`src/rtl/jts16b_pkg.sv`:
```
// Shared constants and helpers for the System 16B sound latch.
// Depth legality, status bit positions and pointer sizing.
package jts16b_pkg;
  localparam int ST_FULL = 0;
  localparam int ST_RPLY = 1;

  function automatic bit depth_ok(int d);
    return d == 1 || d == 2 || d == 4 || d == 8;
  endfunction

  function automatic int ptr_w(int d);
    return (d <= 1) ? 1 : $clog2(d);
  endfunction
endpackage

```
`src/rtl/jts16b_sndlatch_fifo.sv`:
```
// Command FIFO between main CPU and sound CPU.
// Storage, wrap-around pointers and occupancy count.
module jts16b_sndlatch_fifo
  import jts16b_pkg::*;
#(
  parameter int DEPTH = 1
) (
  input  logic       clk,
  input  logic       rst_n,
  input  logic       clr,
  input  logic       push,
  input  logic       pop,
  input  logic [7:0] din,
  output logic [7:0] dout,
  output logic       pend,
  output logic       full,
  output logic       drop
);
  localparam int PW = ptr_w(DEPTH);
  localparam int CW = PW + 1;

  logic [7:0]    mem [DEPTH];
  logic [7:0]    last;
  logic [PW-1:0] rd_ptr;
  logic [PW-1:0] wr_ptr;
  logic [CW-1:0] count;
  logic          do_push;
  logic          do_pop;

  function automatic logic [PW-1:0] nxt(
    input logic [PW-1:0] p
  );
    return (p == PW'(DEPTH - 1)) ? '0 : p + 1'b1;
  endfunction

  assign pend    = count != '0;
  assign full    = count == CW'(DEPTH);
  assign do_pop  = pop & pend & ~clr;
  assign do_push = push & ~clr & (~full | do_pop);
  assign drop    = push & ~clr & full & ~do_pop;

  // Once drained, keep showing the last byte stored.
  assign dout = pend ? mem[rd_ptr] : last;

  always_ff @(posedge clk) begin
    if (do_push) mem[wr_ptr] <= din;
  end

  always_ff @(posedge clk or negedge rst_n) begin
    if (!rst_n) begin
      rd_ptr <= '0;
      wr_ptr <= '0;
      count  <= '0;
      last   <= 8'h00;
    end else if (clr) begin
      rd_ptr <= '0;
      wr_ptr <= '0;
      count  <= '0;
    end else begin
      if (do_push) begin
        wr_ptr <= nxt(wr_ptr);
        last   <= din;
      end
      if (do_pop) rd_ptr <= nxt(rd_ptr);
      unique case ({do_push, do_pop})
        2'b10:   count <= count + CW'(1);
        2'b01:   count <= count - CW'(1);
        default: count <= count;
      endcase
    end
  end
endmodule

```
`src/rtl/jts16b_sndlatch.sv`:
```
// Main/sound CPU mailbox: command FIFO plus reply latch.
// Strobes are edge-detected against registered copies.
module jts16b_sndlatch
  import jts16b_pkg::*;
#(
  parameter int DEPTH = 1
) (
  input  logic       clk,
  input  logic       rst_n,
  input  logic       main_wr,
  input  logic [7:0] main_din,
  input  logic       main_rd,
  output logic [7:0] main_dout,
  output logic [1:0] main_st,
  input  logic       snd_rd,
  input  logic       snd_wr,
  input  logic [7:0] snd_din,
  output logic [7:0] snd_dout,
  output logic       snd_pbf,
  input  logic       snd_clr,
  output logic       ovf
);
  localparam int D = depth_ok(DEPTH) ? DEPTH : 1;

  logic arm;
  logic wr_q;
  logic rd_q;
  logic swr_q;
  logic mrd_q;
  logic push;
  logic pop;
  logic rply_set;
  logic rply_clr;
  logic rply_pend;
  logic full;
  logic drop;

  // arm masks the first cycle after reset so held levels are not edges
  assign push     = arm & main_wr & ~wr_q;
  assign pop      = arm & ~snd_rd & rd_q;
  assign rply_set = arm & snd_wr & ~swr_q;
  assign rply_clr = arm & ~main_rd & mrd_q;

  always_ff @(posedge clk or negedge rst_n) begin
    if (!rst_n) begin
      arm   <= 1'b0;
      wr_q  <= 1'b0;
      rd_q  <= 1'b0;
      swr_q <= 1'b0;
      mrd_q <= 1'b0;
    end else begin
      arm   <= 1'b1;
      wr_q  <= main_wr;
      rd_q  <= snd_rd;
      swr_q <= snd_wr;
      mrd_q <= main_rd;
    end
  end

  always_ff @(posedge clk or negedge rst_n) begin
    if (!rst_n) begin
      main_dout <= 8'h00;
      rply_pend <= 1'b0;
    end else if (rply_set) begin
      main_dout <= snd_din;
      rply_pend <= 1'b1;
    end else if (rply_clr) begin
      rply_pend <= 1'b0;
    end
  end

  always_ff @(posedge clk or negedge rst_n) begin
    if (!rst_n)    ovf <= 1'b0;
    else if (snd_clr) ovf <= 1'b0;
    else if (drop) ovf <= 1'b1;
  end

  jts16b_sndlatch_fifo #(
    .DEPTH(D)
  ) u_fifo (
    .clk  (clk),
    .rst_n(rst_n),
    .clr  (snd_clr),
    .push (push),
    .pop  (pop),
    .din  (main_din),
    .dout (snd_dout),
    .pend (snd_pbf),
    .full (full),
    .drop (drop)
  );

  assign main_st[ST_FULL] = full;
  assign main_st[ST_RPLY] = rply_pend;
endmodule

```
`config.mk`:
```
export PLATFORM = sky130hd
export DESIGN_NAME = jts16b_sndlatch
export DESIGN_NICKNAME = d
export VERILOG_FILES = /design/src/rtl/jts16b_pkg.sv /design/src/rtl/jts16b_sndlatch_fifo.sv /design/src/rtl/jts16b_sndlatch.sv
export SDC_FILE = /design/constraint.sdc
export NUM_CORES = 1
export LEC_CHECK = 0
export CORE_MARGIN = 2
export CORE_UTILIZATION = 33
export CTS_CLUSTER_DIAMETER = 30
export DETAILED_ROUTE_END_ITERATION = 6
export DONT_BUFFER_PORTS = 1
export GPL_ROUTABILITY_DRIVEN = 0
export GPL_TIMING_DRIVEN = 1
export PLACE_DENSITY = 0.44
export SYNTH_ARGS = -nofsm -noshare
export SYNTH_HDL_FRONTEND = slang
export SYNTH_SLANG_ARGS = --single-unit
```
`constraint.sdc`:
```
create_clock -name clk -period 2.97 [get_ports clk]
set_clock_uncertainty 0.05 [all_clocks]
set_input_delay 0.1485 -clock clk [delete_from_list [all_inputs] [get_ports clk]]
set_output_delay 0.1485 -clock clk [all_outputs]
set_load 0.005 [all_outputs]
```
==> results.rst <==
.. list-table::
   :header-rows: 1

   * - Metric
     - Value
   * - Final hold violation count
     - 0
   * - Area of the core region
     - 4030 sq um
   * - Count of antenna diodes in the layout
     - 0
   * - TritonCTS Sinks
     - 33
   * - Place WS
     - 0.391 ns
   * - Post-detailed-route DRC marker count
     - 0
   * - Fraction of synthesized area in multiplexers
     - 0.236
   * - Number of standard-cell rows in the floorplan
     - 23
   * - Overall die area
     - 4780 sq um
   * - # resized after CTS
     - 0
   * - Mapped Area
     - 1400 sq um
   * - Period utilization
     - 0.857
   * - Detail Route Antenna Nets
     - 0
   * - Clock slew at the register clock pins of the worst setup and hold paths
     - 0.06 ns
   * - Worst Setup Path Type
     - reg2reg
   * - Final max-slew violation count
     - 0
   * - Worst Path Required
     - 3.08 ns
   * - Via-to-Cell Ratio
     - 4.73
   * - Avg Inst Size Synth
     - 16.1 sq um
   * - Outcome
     - finished, final reports clean
   * - Setup total negative slack
     - 0 ns
   * - Clk buf depth
     - 2
   * - Layout Utilization
     - 0.432
   * - Proportion of synthesized chip area in sequential cells
     - 0.618
   * - Max-Cap Viols
     - 0
   * - Final non-filler cell area
     - 1740 sq um
   * - Slew Limit Headroom
     - 0.612
   * - Nets@finish
     - 137
   * - Xor and xnor fraction of the mapped netlist area
     - 0
   * - Num ports
     - 43
   * - Seq cells post-synth
     - 33
   * - CP Launch Point
     - u_fifo.count[0]
   * - Number of synthesis warnings
     - 0
   * - Syn-to-layout area delta
     - 24.4%
   * - Global-route usage over all layers
     - 0.111
   * - Reg2Reg Launch Point
     - u_fifo.count[0]
   * - Overall overflow remaining after global route
     - 0
   * - Complex-gate fraction of the synthesized area
     - 0.0304
   * - Depth of the CTS H-tree
     - 2
   * - Initial Utilization
     - 0.348
   * - Share of synthesized cell area in and, or, nand and nor gates
     - 0.0500
   * - Worst ir drop on vdd
     - 0.297 mV
   * - Start point of the worst min-delay path
     - snd_clr
   * - Critical path data arrival time
     - 2.66 ns
   * - Worst path setup slack after routing
     - 0.423 ns
   * - Die Y-Extent
     - 69.1 um
   * - Pin count of the biggest net entering global routing
     - 26
   * - Adder-Cell Fraction of Synth Area
     - 0.0179
   * - Number of cells produced by synthesis
     - 87
   * - Standby leakage power
     - 0.728 nW
   * - Total iterations of the first detailed-routing run
     - 4
   * - Net count after synthesis
     - 112
   * - TritonCTS clock tree
     - built
   * - Clock insertion delay at the later pin of the skew report
     - 0.27 ns
   * - Hold Buf Count CTS
     - 23
   * - Power density over the cells
     - 606 nW/um^2
   * - Number of buffers created by CTS
     - 5
   * - Port buffer count
     - 0
   * - Unrepaired setup endpoints after global routing
     - no
   * - Number of cells after detailed placement
     - 132
   * - Global-route wire length before repair
     - 4000 um
   * - Number of antenna violations at the first check in global routing
     - 0
   * - Layout cell share with drive strength beyond 1
     - 0.283
   * - Pin slew with the least headroom to its limit
     - 0.580 ns
   * - Detailed Route WL
     - 2400 um
   * - Crit path max fanout
     - 16
   * - Endpoint class of the critical path
     - flip-flop
   * - Time the final worst path needs with I/O delays and setup
     - 2.55 ns
   * - DRC violation total after the first TritonRoute iteration
     - 25
   * - Critical path launch point type
     - flip-flop
   * - Number of different library cells in the post-synthesis netlist
     - 22
   * - Non-filler cells in the finished layout
     - 163
   * - DIE WIDTH
     - 69.1 um
   * - Library cell used as clock root buffer
     - clkbuf_8
   * - Post-DP Area
     - 1410 sq um
   * - Main combinational cell family by area after synthesis
     - multiplexers
   * - Routed len/inst
     - 14.7 um
   * - Vias
     - 771
   * - Setup repair bufs after CTS
     - 0
   * - Setup-violating endpoint count in the final report
     - 0
   * - Total half-perimeter wirelength after legalization and detailed placement
     - 1590 um
   * - Vias in the first global route
     - 770
   * - Max frequency
     - 393 MHz
   * - Type of the worst min-delay path
     - in2reg
worst max-delay path: stages (launching register included):
cell and delay [ns]:
dfrtp_1 0.39, inv_1 0.06, ha_1 0.36, or4b_1 0.70, o21bai_4 0.53, mux2_4 0.34
path summary, 6_finish.rpt:
kind,end,slack [ns],depth (start not counted)
worst max-delay path,u_fifo.last[0],0.42,5
worst min-delay path,u_fifo.count[0],0.01,2
worst max register to register,u_fifo.last[0],0.42,5
worst min register to register,u_fifo.last[0],0.46,1
max in group asynchronous,swr_q,2.46,2
min in group asynchronous,u_fifo.last[6],0.26,2
synth_stat cells, drive strengths merged:
library cell	instances	area [sq um]
nor2	2	7.51
a211oi	2	15.0
mux2	24	300
nor2b	1	6.26
nand2b	3	18.8
inv	3	11.3
edfxtp	8	240
conb	1	3.75
o21bai	1	18.8
nor3	1	5.00
nand3b	2	15.0
ha	2	25.0
mux2i	3	30.0
nand2	2	7.51
or4b	1	10.0
buf	5	51.3
a41oi	1	8.76
dfrtp	25	626
routing by layer:
metal,track usage,vias up,wire length [um]
li1,-,353,-
met1,0.127,387,1030
met2,0.160,26,1130
met3,0.0658,5,200
met4,0.0588,0,37
met5,0,-,0
sequential cells by signal, indices dropped and copies added, names as in the netlist:
name / flops
rd_q: 1
main_dout: 8
wr_q: 1
u_fifo.mem: 8
u_fifo.count: 2
u_fifo.last: 8
ovf: 1
mrd_q: 1
swr_q: 1
rply_pend: 1
arm: 1
layout make-up:
class	instances	area [sq um]
Clock buffer	8	90.1
Inverter	3	11.3
Tap cell	50	62.6
Sequential cell	33	866
Fill cell	388	2290
Timing Repair Buffer	23	240
Multi-Input combinational cell	46	472
kinds of logic after synthesis:
logic type / count (synthesis)
AOI/OAI and AO/OA: 4
adders and majority gates: 2
buffers and inverters: 8
DFF: 33
muxes: 27
other: 1
and+or+nand+nor: 12
stage by stage:
stage / hold slack [ns] / power, mW
finish: 0.0116 / 1.06
global route: 0.00954 / 1.12
CTS: 0.000441 / 1.07
detailed placement: -0.197 / 0.697
global placement: -0.197 / 0.695
floorplan: -0.197 / 0.678
power by group:
group	total, mW	switching (mW)	leakage (nW)	internal (mW)
sequential	0.558	0.0349	0.375	0.523
clock	0.336	0.147	0.0455	0.189
combinational	0.161	0.0549	0.308	0.106
total	1.05	0.237	0.728	0.818
placed cells by master, fill, tap and decap left out, drive strengths merged:
cell type / n
inv: 3
mux2i: 3
buf: 1
nor2: 2
nand2: 2
ha: 2
edfxtp: 8
a211oi: 2
nand3b: 2
a41oi: 1
nand2b: 3
clkbuf: 8
conb: 1
or4b: 1
nor2b: 1
o21bai: 1
nor3: 1
dlygate4sd3: 22
mux2: 24
dfrtp: 25
No activity file was read; power rests on OpenSTA's default activity.
